File: config.mk
export PLATFORM = sky130hd
export DESIGN_NAME = warp_scheduler_mp
export DESIGN_NICKNAME = d
export VERILOG_FILES = /design/src/rtl/warp_scheduler_mp_pkg.sv /design/src/rtl/warp_scheduler_mp_arbiter.sv /design/src/rtl/warp_scheduler_mp.sv
export SDC_FILE = /design/constraint.sdc
export NUM_CORES = 1
export LEC_CHECK = 0
export CORE_AREA = 3 3 148 150
export DETAILED_ROUTE_END_ITERATION = 10
export DIE_AREA = 0 0 151 153
export PLACE_DENSITY = 0.66
export SLEW_MARGIN = 20
export SYNTH_ARGS = -nofsm -noshare
export SYNTH_HDL_FRONTEND = slang
export SYNTH_SLANG_ARGS = --single-unit
File: constraint.sdc
create_clock -name clk -period 10.8 [get_ports clk]
set_clock_uncertainty 0.15 [all_clocks]
set_input_delay 3.24 -clock clk [delete_from_list [all_inputs] [get_ports clk]]
set_output_delay 3.24 -clock clk [all_outputs]
set_load 0.03 [all_outputs]
File: src/rtl/warp_scheduler_mp_pkg.sv
// Shared GPU core definitions: warp status, scheduling policies and
// core-wide widths used by the warp scheduler and its neighbours.
package pkg_opengpu;

    localparam int DATA_WIDTH       = 32;
    localparam int WARP_SIZE        = 32;
    localparam int WARPS_PER_CORE   = 4;
    localparam int WARP_ID_WIDTH    = $clog2(WARPS_PER_CORE);
    localparam int SCHED_MAX_GREEDY = 16;

    typedef enum logic [2:0] {
        WARP_IDLE    = 3'd0,
        WARP_READY   = 3'd1,
        WARP_RUNNING = 3'd2,
        WARP_WAITING = 3'd3,
        WARP_BLOCKED = 3'd4,
        WARP_DONE    = 3'd5
    } warp_status_e;

    typedef enum logic [1:0] {
        SCHED_GTO    = 2'd0,
        SCHED_LRR    = 2'd1,
        SCHED_OLDEST = 2'd2
    } sched_mode_e;

endpackage

File: src/rtl/warp_scheduler_mp_arbiter.sv
// Oldest-request finder: largest age wins, equal ages go to the lowest id.
module warp_age_arbiter #(
    parameter int NUM_WARPS = 4,
    parameter int AGE_WIDTH = 8,
    parameter int ID_W      = 2
) (
    input  logic [NUM_WARPS-1:0]           req,
    input  logic [NUM_WARPS*AGE_WIDTH-1:0] age,
    output logic                           found,
    output logic [ID_W-1:0]                id
);

    logic [AGE_WIDTH-1:0] best;

    always_comb begin
        found = 1'b0;
        id    = '0;
        best  = '0;
        for (int w = 0; w < NUM_WARPS; w++) begin
            if (req[w] && (!found || age[w*AGE_WIDTH +: AGE_WIDTH] > best)) begin
                found = 1'b1;
                id    = ID_W'(w);
                best  = age[w*AGE_WIDTH +: AGE_WIDTH];
            end
        end
    end

endmodule

File: src/rtl/warp_scheduler_mp.sv
// Multi-policy warp scheduler (GTO / LRR / oldest-first) with a registered
// selection, valid/ready issue port and a greedy-run cap.
module warp_scheduler_mp
    import pkg_opengpu::*;
#(
    parameter int NUM_WARPS    = WARPS_PER_CORE,
    parameter int AGE_WIDTH    = 8,
    parameter int MAX_GREEDY   = SCHED_MAX_GREEDY,
    parameter int GREEDY_CNT_W = $clog2(MAX_GREEDY + 1),
    parameter int ID_W         = (NUM_WARPS > 1) ? $clog2(NUM_WARPS) : 1
) (
    input  logic                            clk,
    input  logic                            rst_n,
    input  logic                            flush,
    input  logic [1:0]                      sched_mode,
    input  logic [NUM_WARPS*DATA_WIDTH-1:0] ctx_pc,
    input  logic [NUM_WARPS*WARP_SIZE-1:0]  ctx_mask,
    input  logic [NUM_WARPS*3-1:0]          ctx_status,
    input  logic [NUM_WARPS*AGE_WIDTH-1:0]  ctx_age,
    input  logic [NUM_WARPS-1:0]            ctx_valid,
    input  logic [NUM_WARPS-1:0]            warp_stall,
    output logic                            issue_valid,
    input  logic                            issue_ready,
    output logic [ID_W-1:0]                 issue_warp_id,
    output logic [DATA_WIDTH-1:0]           issue_pc,
    output logic [WARP_SIZE-1:0]            issue_mask,
    output logic                            all_done
);

    localparam logic [GREEDY_CNT_W-1:0] CNT_MAX = GREEDY_CNT_W'(MAX_GREEDY);

    logic                    sel_valid_q, sel_valid_d;
    logic [ID_W-1:0]         sel_id_q, sel_id_d;
    logic                    last_valid_q, last_valid_d;
    logic [ID_W-1:0]         last_id_q, last_id_d;
    logic [GREEDY_CNT_W-1:0] greedy_cnt_q, greedy_cnt_d;

    logic [NUM_WARPS-1:0]    eligible, done_vec, last_oh, others, arb_req;
    logic                    sel_elig, fire, reload, cap_hit, last_elig;
    logic                    pend_last_valid;
    logic [ID_W-1:0]         pend_last_id;
    logic [GREEDY_CNT_W-1:0] pend_cnt;
    logic                    arb_found, lrr_found, cand_found;
    logic [ID_W-1:0]         arb_id, lrr_id, cand_id;
    int                      lrr_start, lrr_idx;

    always_comb begin
        for (int w = 0; w < NUM_WARPS; w++) begin
            eligible[w] = ctx_valid[w] && !warp_stall[w]
                       && ctx_status[w*3 +: 3] == WARP_READY;
            done_vec[w] = !ctx_valid[w] || ctx_status[w*3 +: 3] == WARP_DONE;
        end
    end

    assign all_done      = &done_vec;
    assign sel_elig      = eligible[sel_id_q];
    assign issue_valid   = sel_valid_q && sel_elig;
    assign fire          = issue_valid && issue_ready;
    assign issue_warp_id = sel_id_q;
    assign issue_pc      = ctx_pc[int'(sel_id_q)*DATA_WIDTH +: DATA_WIDTH];
    assign issue_mask    = ctx_mask[int'(sel_id_q)*WARP_SIZE +: WARP_SIZE];

    // Last-issue state as it will be after this cycle's fire; the next
    // candidate is chosen against it so back-to-back picks stay correct.
    always_comb begin
        pend_last_valid = last_valid_q;
        pend_last_id    = last_id_q;
        pend_cnt        = greedy_cnt_q;
        if (fire) begin
            pend_last_valid = 1'b1;
            pend_last_id    = sel_id_q;
            if (last_valid_q && sel_id_q == last_id_q)
                pend_cnt = (greedy_cnt_q == CNT_MAX) ? CNT_MAX : greedy_cnt_q + 1'b1;
            else
                pend_cnt = GREEDY_CNT_W'(1);
        end
    end

    always_comb begin
        last_oh               = '0;
        last_oh[pend_last_id] = 1'b1;
        cap_hit   = pend_last_valid && pend_cnt == CNT_MAX;
        last_elig = pend_last_valid && eligible[pend_last_id];
        others    = eligible & ~last_oh;
        arb_req   = (cap_hit && |others) ? others : eligible;
    end

    warp_age_arbiter #(
        .NUM_WARPS (NUM_WARPS),
        .AGE_WIDTH (AGE_WIDTH),
        .ID_W      (ID_W)
    ) u_age_arb (
        .req   (arb_req),
        .age   (ctx_age),
        .found (arb_found),
        .id    (arb_id)
    );

    always_comb begin
        lrr_found = 1'b0;
        lrr_id    = '0;
        lrr_idx   = 0;
        lrr_start = 0;
        if (pend_last_valid && int'(pend_last_id) < NUM_WARPS - 1)
            lrr_start = int'(pend_last_id) + 1;
        for (int k = 0; k < NUM_WARPS; k++) begin
            lrr_idx = lrr_start + k;
            if (lrr_idx >= NUM_WARPS)
                lrr_idx = lrr_idx - NUM_WARPS;
            if (!lrr_found && eligible[lrr_idx]) begin
                lrr_found = 1'b1;
                lrr_id    = ID_W'(lrr_idx);
            end
        end
    end

    always_comb begin
        cand_found = arb_found;
        cand_id    = arb_id;
        case (sched_mode)
            SCHED_LRR: begin
                cand_found = lrr_found;
                cand_id    = lrr_id;
            end
            SCHED_OLDEST: ;
            default: begin
                if (last_elig && !cap_hit) begin
                    cand_found = 1'b1;
                    cand_id    = pend_last_id;
                end
            end
        endcase
    end

    always_comb begin
        reload       = !sel_valid_q || fire || !sel_elig;
        sel_valid_d  = reload ? cand_found : sel_valid_q;
        sel_id_d     = reload ? cand_id : sel_id_q;
        last_valid_d = pend_last_valid;
        last_id_d    = pend_last_id;
        greedy_cnt_d = pend_cnt;
        if (flush) begin
            sel_valid_d  = 1'b0;
            sel_id_d     = sel_id_q;
            last_valid_d = 1'b0;
            last_id_d    = last_id_q;
            greedy_cnt_d = '0;
        end
    end

    always_ff @(posedge clk or negedge rst_n) begin
        if (!rst_n) begin
            sel_valid_q  <= 1'b0;
            sel_id_q     <= '0;
            last_valid_q <= 1'b0;
            last_id_q    <= '0;
            greedy_cnt_q <= '0;
        end else begin
            sel_valid_q  <= sel_valid_d;
            sel_id_q     <= sel_id_d;
            last_valid_q <= last_valid_d;
            last_id_q    <= last_id_d;
            greedy_cnt_q <= greedy_cnt_d;
        end
    end

endmodule

* Word-level counts from Yosys, hierarchy flattened
Index checks and enable logic that the tools add are counted.
** Storage, ports and cells
- Flip-flop bits (word level) :: 11
- Bits in latches :: 0
- Memory bits (writable) :: 0
- ROM bits :: 0
- Input port bits :: 314
- Output and inout bits :: 68
- Word-level logic and storage cells :: 155
- Memories kept :: 0
** Operators by class
- Add/subtract/negate cells :: 9
- Multiply operators :: 0
- Div/mod/pow operators :: 0
- Order comparisons :: 15
- Equality and inequality tests :: 13
- Shifts and indexed selects :: 2
- Muxes and demuxes :: 55
- Bitwise gates (word level) :: 3
- Reductions and logical operators :: 53
** Operators with widths (number)
- $shiftx A128 B8 Y32 :: 2
- $ge A32 B4 Y1 const B :: 4
- $lt A32 B4 Y1 const B :: 4
- $mux W32 :: 4
- $sub A32 B4 Y32 const B :: 4
- $add A32 B3 Y32 const B :: 2
- $add A32 B2 Y32 const B :: 1
- $mux W1 :: 25
- $gt A8 B8 Y1 :: 3
- $mux W8 :: 3
- $logic_and A1 B1 Y1 :: 23
- $mux W5 :: 4
- $logic_not A1 Y1 :: 17
- $mux W2 :: 8
- $bmux W1 S2 :: 6
- $eq A3 B1 Y1 const B :: 4
- $eq A3 B3 Y1 const B :: 4
- $eq A5 B5 Y1 const B :: 2
- $logic_or A1 B1 Y1 :: 9
- $lt A2 B3 Y1 const B :: 2
- $add A5 B1 Y5 const B :: 1
- $and A4 B4 Y4 :: 1
- $mux W4 :: 1
- $not A4 Y4 :: 1
- 15 further kinds :: 15

* Logic depth before layout (Yosys ltp)
- Depth after elaboration :: 34
- Gate-level depth with buffers :: 44
- Mapped depth without buffers :: 43

* Cells and area by module
From an unflattened synthesis, not the netlist that was laid out.
** Unflattened totals
- Cells, all modules :: 383
- Area, all modules :: 3851.2 µm²
** By module, submodules not included
- warp_scheduler_mp :: times used 1, cells an instance 279, area each 3001.6 µm², sequential area each 275.3 µm²
- warp_age_arbiter :: times used 1, cells an instance 104, area each 849.6 µm², sequential area each 0.0 µm²

* Least setup slack after synthesis
Ideal clock, no wire load.
- Path type :: input to register
- From :: in ctx_status[11]
- To :: reg sel_id_q[0] (netlist: issue_warp_id[0])
- Library setup time :: 124 ps
- Data arrival time :: 9602 ps
- Data required time :: 10526 ps
- Setup slack :: 923 ps
- Cell stages on the path :: 42
- Buffers on the path :: 1
- Path through :: nand2b_1 > nor4b_2 > o21a_2 > nor2_1 > or4_1 > nand3_4 > o21a_1 > nand2_1 > ha_1 > nor2b_1 > o21a_1 > o21ai_0 > nand2b_1 > a21oi_1 > a21oi_1 > o21ai_0 > mux2i_1 > buf_2 > [6 not listed] > o21ai_0 > a221oi_1 > nor2_1 > o41ai_2 > o211a_1 > a21o_1 > o22ai_1 > ha_1 > nor2b_1 > o21a_1 > o21ai_0 > nand2b_1 > a21oi_1 > o21ai_0 > a21oi_1 > o22ai_1 > a211oi_1 > nor2_1
** On the way
- Cells in the longest elaborated chain, start to end :: 31
- Elaborated cells between the ends (all ways) :: 97
- Those cells by class :: add/sub: 8; order compare: 10; eq/ne: 2; mux: 45; bitwise: 2; reduce/logical: 30
** RTL lines
- from (decl) :: line warp_scheduler_mp.sv:18 : input logic [NUM_WARPS*3-1:0] ctx_status,
- $eq A3 B1 Y1 * :: line warp_scheduler_mp.sv:50 : && ctx_status[w*3 +: 3] == WARP_READY;
- $logic_and A1 B1 Y1 * :: line warp_scheduler_mp.sv:50
- $bmux W1 S2 :: line warp_scheduler_mp.sv:56 : assign sel_elig = eligible[sel_id_q];
- $mux W1 (implied by the code) :: line warp_scheduler_mp.sv:56
- $logic_and A1 B1 Y1 :: line warp_scheduler_mp.sv:57 : assign issue_valid = sel_valid_q && sel_elig;
- $logic_and A1 B1 Y1 :: line warp_scheduler_mp.sv:58 : assign fire = issue_valid && issue_ready;
- $mux W2 :: line warp_scheduler_mp.sv:69 : if (fire) begin
- $lt A2 B3 Y1 (implied by the code) / $ge A2 B1 Y1 (equally long branches) :: line warp_scheduler_mp.sv:81 : last_oh[pend_last_id] = 1'b1;
- [15 not listed]
- $logic_and A1 B1 Y1 :: line warp_scheduler_mp_arbiter.sv:20 : if (req[w] && (!found || age[w*AGE_WIDTH +: AGE_WIDTH] > best)) begin
- $mux W8 / $mux W1 (equally long branches) :: line warp_scheduler_mp_arbiter.sv:20
- $gt A8 B8 Y1 / $logic_not A1 Y1 (equally long branches) :: line warp_scheduler_mp_arbiter.sv:20
- $logic_or A1 B1 Y1 :: line warp_scheduler_mp_arbiter.sv:20
- $logic_and A1 B1 Y1 :: line warp_scheduler_mp_arbiter.sv:20
- $mux W2 :: line warp_scheduler_mp_arbiter.sv:20
- $mux W2 :: line warp_scheduler_mp.sv:127 : if (last_elig && !cap_hit) begin
- $pmux W2 S2 :: line warp_scheduler_mp.sv:120 : case (sched_mode)
- to (signal assigned) :: line warp_scheduler_mp.sv:160 : sel_id_q <= sel_id_d;
- to (decl) :: line warp_scheduler_mp.sv:33 : logic [ID_W-1:0] sel_id_q, sel_id_d;
Mark *: on every way between the ends. The rest lies on a longest branch, timed or not. The select of a mux whose other input is x is not followed.
A chain may end at the register's enable or synchronous reset.

* Worst setup path after layout
- From :: in ctx_valid[3]
- To :: reg sel_id_q[0] (netlist: issue_warp_id[0])
** On the way
- Cells in the longest elaborated chain, start to end :: 31
- Elaborated cells between the ends (all ways) :: 97
- Those cells by class :: add/sub: 8; order compare: 10; eq/ne: 1; mux: 45; bitwise: 2; reduce/logical: 31
** RTL lines
- from (decl) :: line warp_scheduler_mp.sv:20 : input logic [NUM_WARPS-1:0] ctx_valid,
- $logic_and A1 B1 Y1 * :: line warp_scheduler_mp.sv:49 : eligible[w] = ctx_valid[w] && !warp_stall[w]
- $logic_and A1 B1 Y1 * :: line warp_scheduler_mp.sv:50
- $bmux W1 S2 :: line warp_scheduler_mp.sv:56
- $mux W1 (implied by the code) :: line warp_scheduler_mp.sv:56
- $logic_and A1 B1 Y1 :: line warp_scheduler_mp.sv:57
- $logic_and A1 B1 Y1 :: line warp_scheduler_mp.sv:58
- $mux W2 :: line warp_scheduler_mp.sv:69
- $lt A2 B3 Y1 (implied by the code) / $ge A2 B1 Y1 (equally long branches) :: line warp_scheduler_mp.sv:81
- [15 not listed]
- $logic_and A1 B1 Y1 :: line warp_scheduler_mp_arbiter.sv:20
- $mux W8 / $mux W1 (equally long branches) :: line warp_scheduler_mp_arbiter.sv:20
- $gt A8 B8 Y1 / $logic_not A1 Y1 (equally long branches) :: line warp_scheduler_mp_arbiter.sv:20
- $logic_or A1 B1 Y1 :: line warp_scheduler_mp_arbiter.sv:20
- $logic_and A1 B1 Y1 :: line warp_scheduler_mp_arbiter.sv:20
- $mux W2 :: line warp_scheduler_mp_arbiter.sv:20
- $mux W2 :: line warp_scheduler_mp.sv:127
- $pmux W2 S2 :: line warp_scheduler_mp.sv:120
Marked as above.

==> flow_summary.yaml <==
synth:
  synthesis.area_um2: 3760
  yosysMostFrequentCell: "mux4_2"
  async_flop_share_pct: 100
  yosysWarnings: 0
  synth_top_area_share_pct: 39.0
  ys_top_cells_by_area: "mux4_2 (39%), ha_1 (9.3%), dfrtp_1 (7.3%)"
  ys_seq_elements: 11
  synthFlopType: "dfrtp_1"
  synth_commonest_cells: "mux4_2 (65), nand2_1 (33), ha_1 (28), nor2_1 (27), a21oi_1 (26)"
  synth_edf_count: 0
  postSynthAreaPerCell_um2: 9.84
  yosysUniqueCellTypes: 73
  ys_seq_area_share_pct: 7.33
  syn_nets: 724
  syn_inst: 382
  synth_top_area_cell: "mux4_2"
routing:
  route.detailed.drc: 0
  vias: 4916
  first_pass_iters: 5
  wl_um: 22200
  wire_per_inst_um: 21.5
  ant_nets: 0
  dr.first_iter.drc_count: 302
  viasPerCell: 4.75
global_route:
  antenna_found_initial: 0
  grt_usage_pct: 17.9
  grt_max_degree: 71
  grt-ovfl-total: 0
  grt_pass1_wl_um: 31100
  grt_pass1_vias: 5065
critical_path:
  start_kind: "input pin"
  path_max_fanout: 13
  rr_startpoint: "issue_warp_id[1]$_DFFE_PN0P_"
  worstPathArrival_ps: 10150
  crit_slowest_cell: "or4_1"
  worstSetupStartpoint: "ctx_valid[3]"
  crit_top_cell: "a21oi_1"
  worstSetupEndpointType: "register"
  required_ps: 10770
  crit_type: "input pin to register"
  max_stage_delay_ps: 540
layout:
  diodes: 0
  stdcell_count: 1035
  n_fill_cell: 2073
  drive_above_1_share_pct: 15.0
  nets: 1103
  area_delta_synth_final_pct: 115
  postLayoutCoreUtil_pct: 38.8
  design_area_um2: 8080
place:
  dp_hpwl_um: 19200
  gp_congestion: 0.931
  placed_cells: 1031
  dpl_cell_area_um2: 7950
  numPortBuffers: 381
  dp_slack_ps: -102
timing:
  worst-slew-pin-transition_ps: 1000
  final.min_clock_period_ps: 10190
  drv_slew: 0
  hold_viol: 0
  relSlewSlack_pct: 33.1
  period_share_pct: 94.3
  fin_setup_tns_ps: 0
  hold_slack_ps: 450
  fin_ws_ps: 613
  setup_viol: 0
  fmaxAchievable_ghz: 0.0982
floorplan:
  die_w_um: 151
  die_h_um: 153
  core_um2: 20800
  ioPinCount: 382
  fp.dieArea_um2: 23100
  start_util_pct: 18.0
  rows: 53
clock_network:
  cts_resized: 0
  clk_latency_ps: 240
  htreeDepth: 1
  clockRootBuffer: "clkbuf_16"
  cts_made_buffers: 3
  cts_buffer_depth: 2
  cts_tree: "yes"
  hold_buffers: 0
  clk_pin_slew_ps: 40
  post_cts_buffers: 0
  clock_sinks: 11
hold_path:
  hold_class: "register to register"
  min-delay-start: "greedy_cnt_q[1]$_DFF_PN0_"
pwr:
  ir_drop_mv: 0.0426
  leakagePower_nw: 2.91
  power.total_mw: 0.576
  pwr_density_cell_nw_per_um2: 71.3
outcome:
  status: "finished, final reports clean"
flow_run:
  max_cap_viol_count: 0
[cells in the final DEF (no fill, tap or decap), types with 4 or more instances in the layout]
master             n
ha_1              28
o21ai_0           10
and2_1             5
nand2_1           33
nor3_1             8
o22ai_1            8
o21ai_1            8
nor2_1            26
o21a_1             6
a21oi_1           25
a21o_1            10
inv_1             13
mux4_2            65
nor2b_1            4
buf_4             17
mux2i_1            4
nand3_1           12
clkdlybuf4s50_1  381
nand2b_1           9
dfrtp_1            9
[sequential cells by signal (all words and copies together), names as in the netlist]
name / cells
last_valid_q: 1
last_id_q: 2
issue_warp_id: 2
sel_valid_q: 1
greedy_cnt_q: 5
[layer usage]
metal	part of all wire, %	wire [µm]	up-vias	GRT usage, %
met5	0	0	-	0
met4	0.54	121	0	1.12
met3	17	3680	11	11.7
met2	44	9730	260	27.3
met1	39	8690	2326	22.1
li1	-	-	2319	-
[critical path, delay by kind of cell]
| family | cells | cell delay (ps) |
|---|---|---|
| buffers and inverters | 4 | 1020 |
| AND/OR/NAND/NOR | 11 | 1780 |
| AO/OA/AOI/OAI | 22 | 2930 |
| adder cells (fa/ha/maj) | 3 | 860 |
| multiplexers | 1 | 310 |
[final timing paths]
kind                                                      to  slack (ps)  depth (start not counted)
max in group asynchronous       issue_warp_id[0]$_DFFE_PN0P_        6920                          1
worst max register to register  issue_warp_id[0]$_DFFE_PN0P_        3060                         41
worst max-delay path            issue_warp_id[0]$_DFFE_PN0P_         610                         41
min in group asynchronous          greedy_cnt_q[4]$_DFF_PN0_        3190                          1
worst min-delay path               greedy_cnt_q[1]$_DFF_PN0_         450                          2
worst min register to register     greedy_cnt_q[1]$_DFF_PN0_         450                          2
[cell families (layout without fill, tap and decap cells)]
logic type,Yosys count,after routing,share of synthesized area [%]
xor gates and xnor gates,3,3,0.899
AOI/OAI and AO/OA,103,103,18.9
muxes,74,74,41.6
adders and majority gates,28,28,9.32
and+or+nand+nor,126,126,17.9
DFF,11,11,7.33
buffers and inverters,37,415,4.00
[final cells by class]
| type | instances | area, µm² | area share, % |
|---|---|---|---|
| repair buffers | 398 | 3940 | 48.8 |
| multi-input cells | 334 | 3380 | 41.9 |
| well taps | 275 | 344 | 4.26 |
| flip-flops and latches | 11 | 283 | 3.50 |
| clock buffers | 3 | 75.1 | 0.929 |
| inverters | 13 | 48.8 | 0.604 |
| clock inverters | 1 | 5.00 | 0.0619 |
[report_power, final]
part           internal (mW)  switching [mW]  total (mW)
Sequential            0.0446          0.0196      0.0642
Clock                 0.0490          0.0188      0.0679
Combinational          0.247           0.197       0.444
Total                  0.341           0.235       0.576
Note: power is estimated with default switching activity, not from simulation.
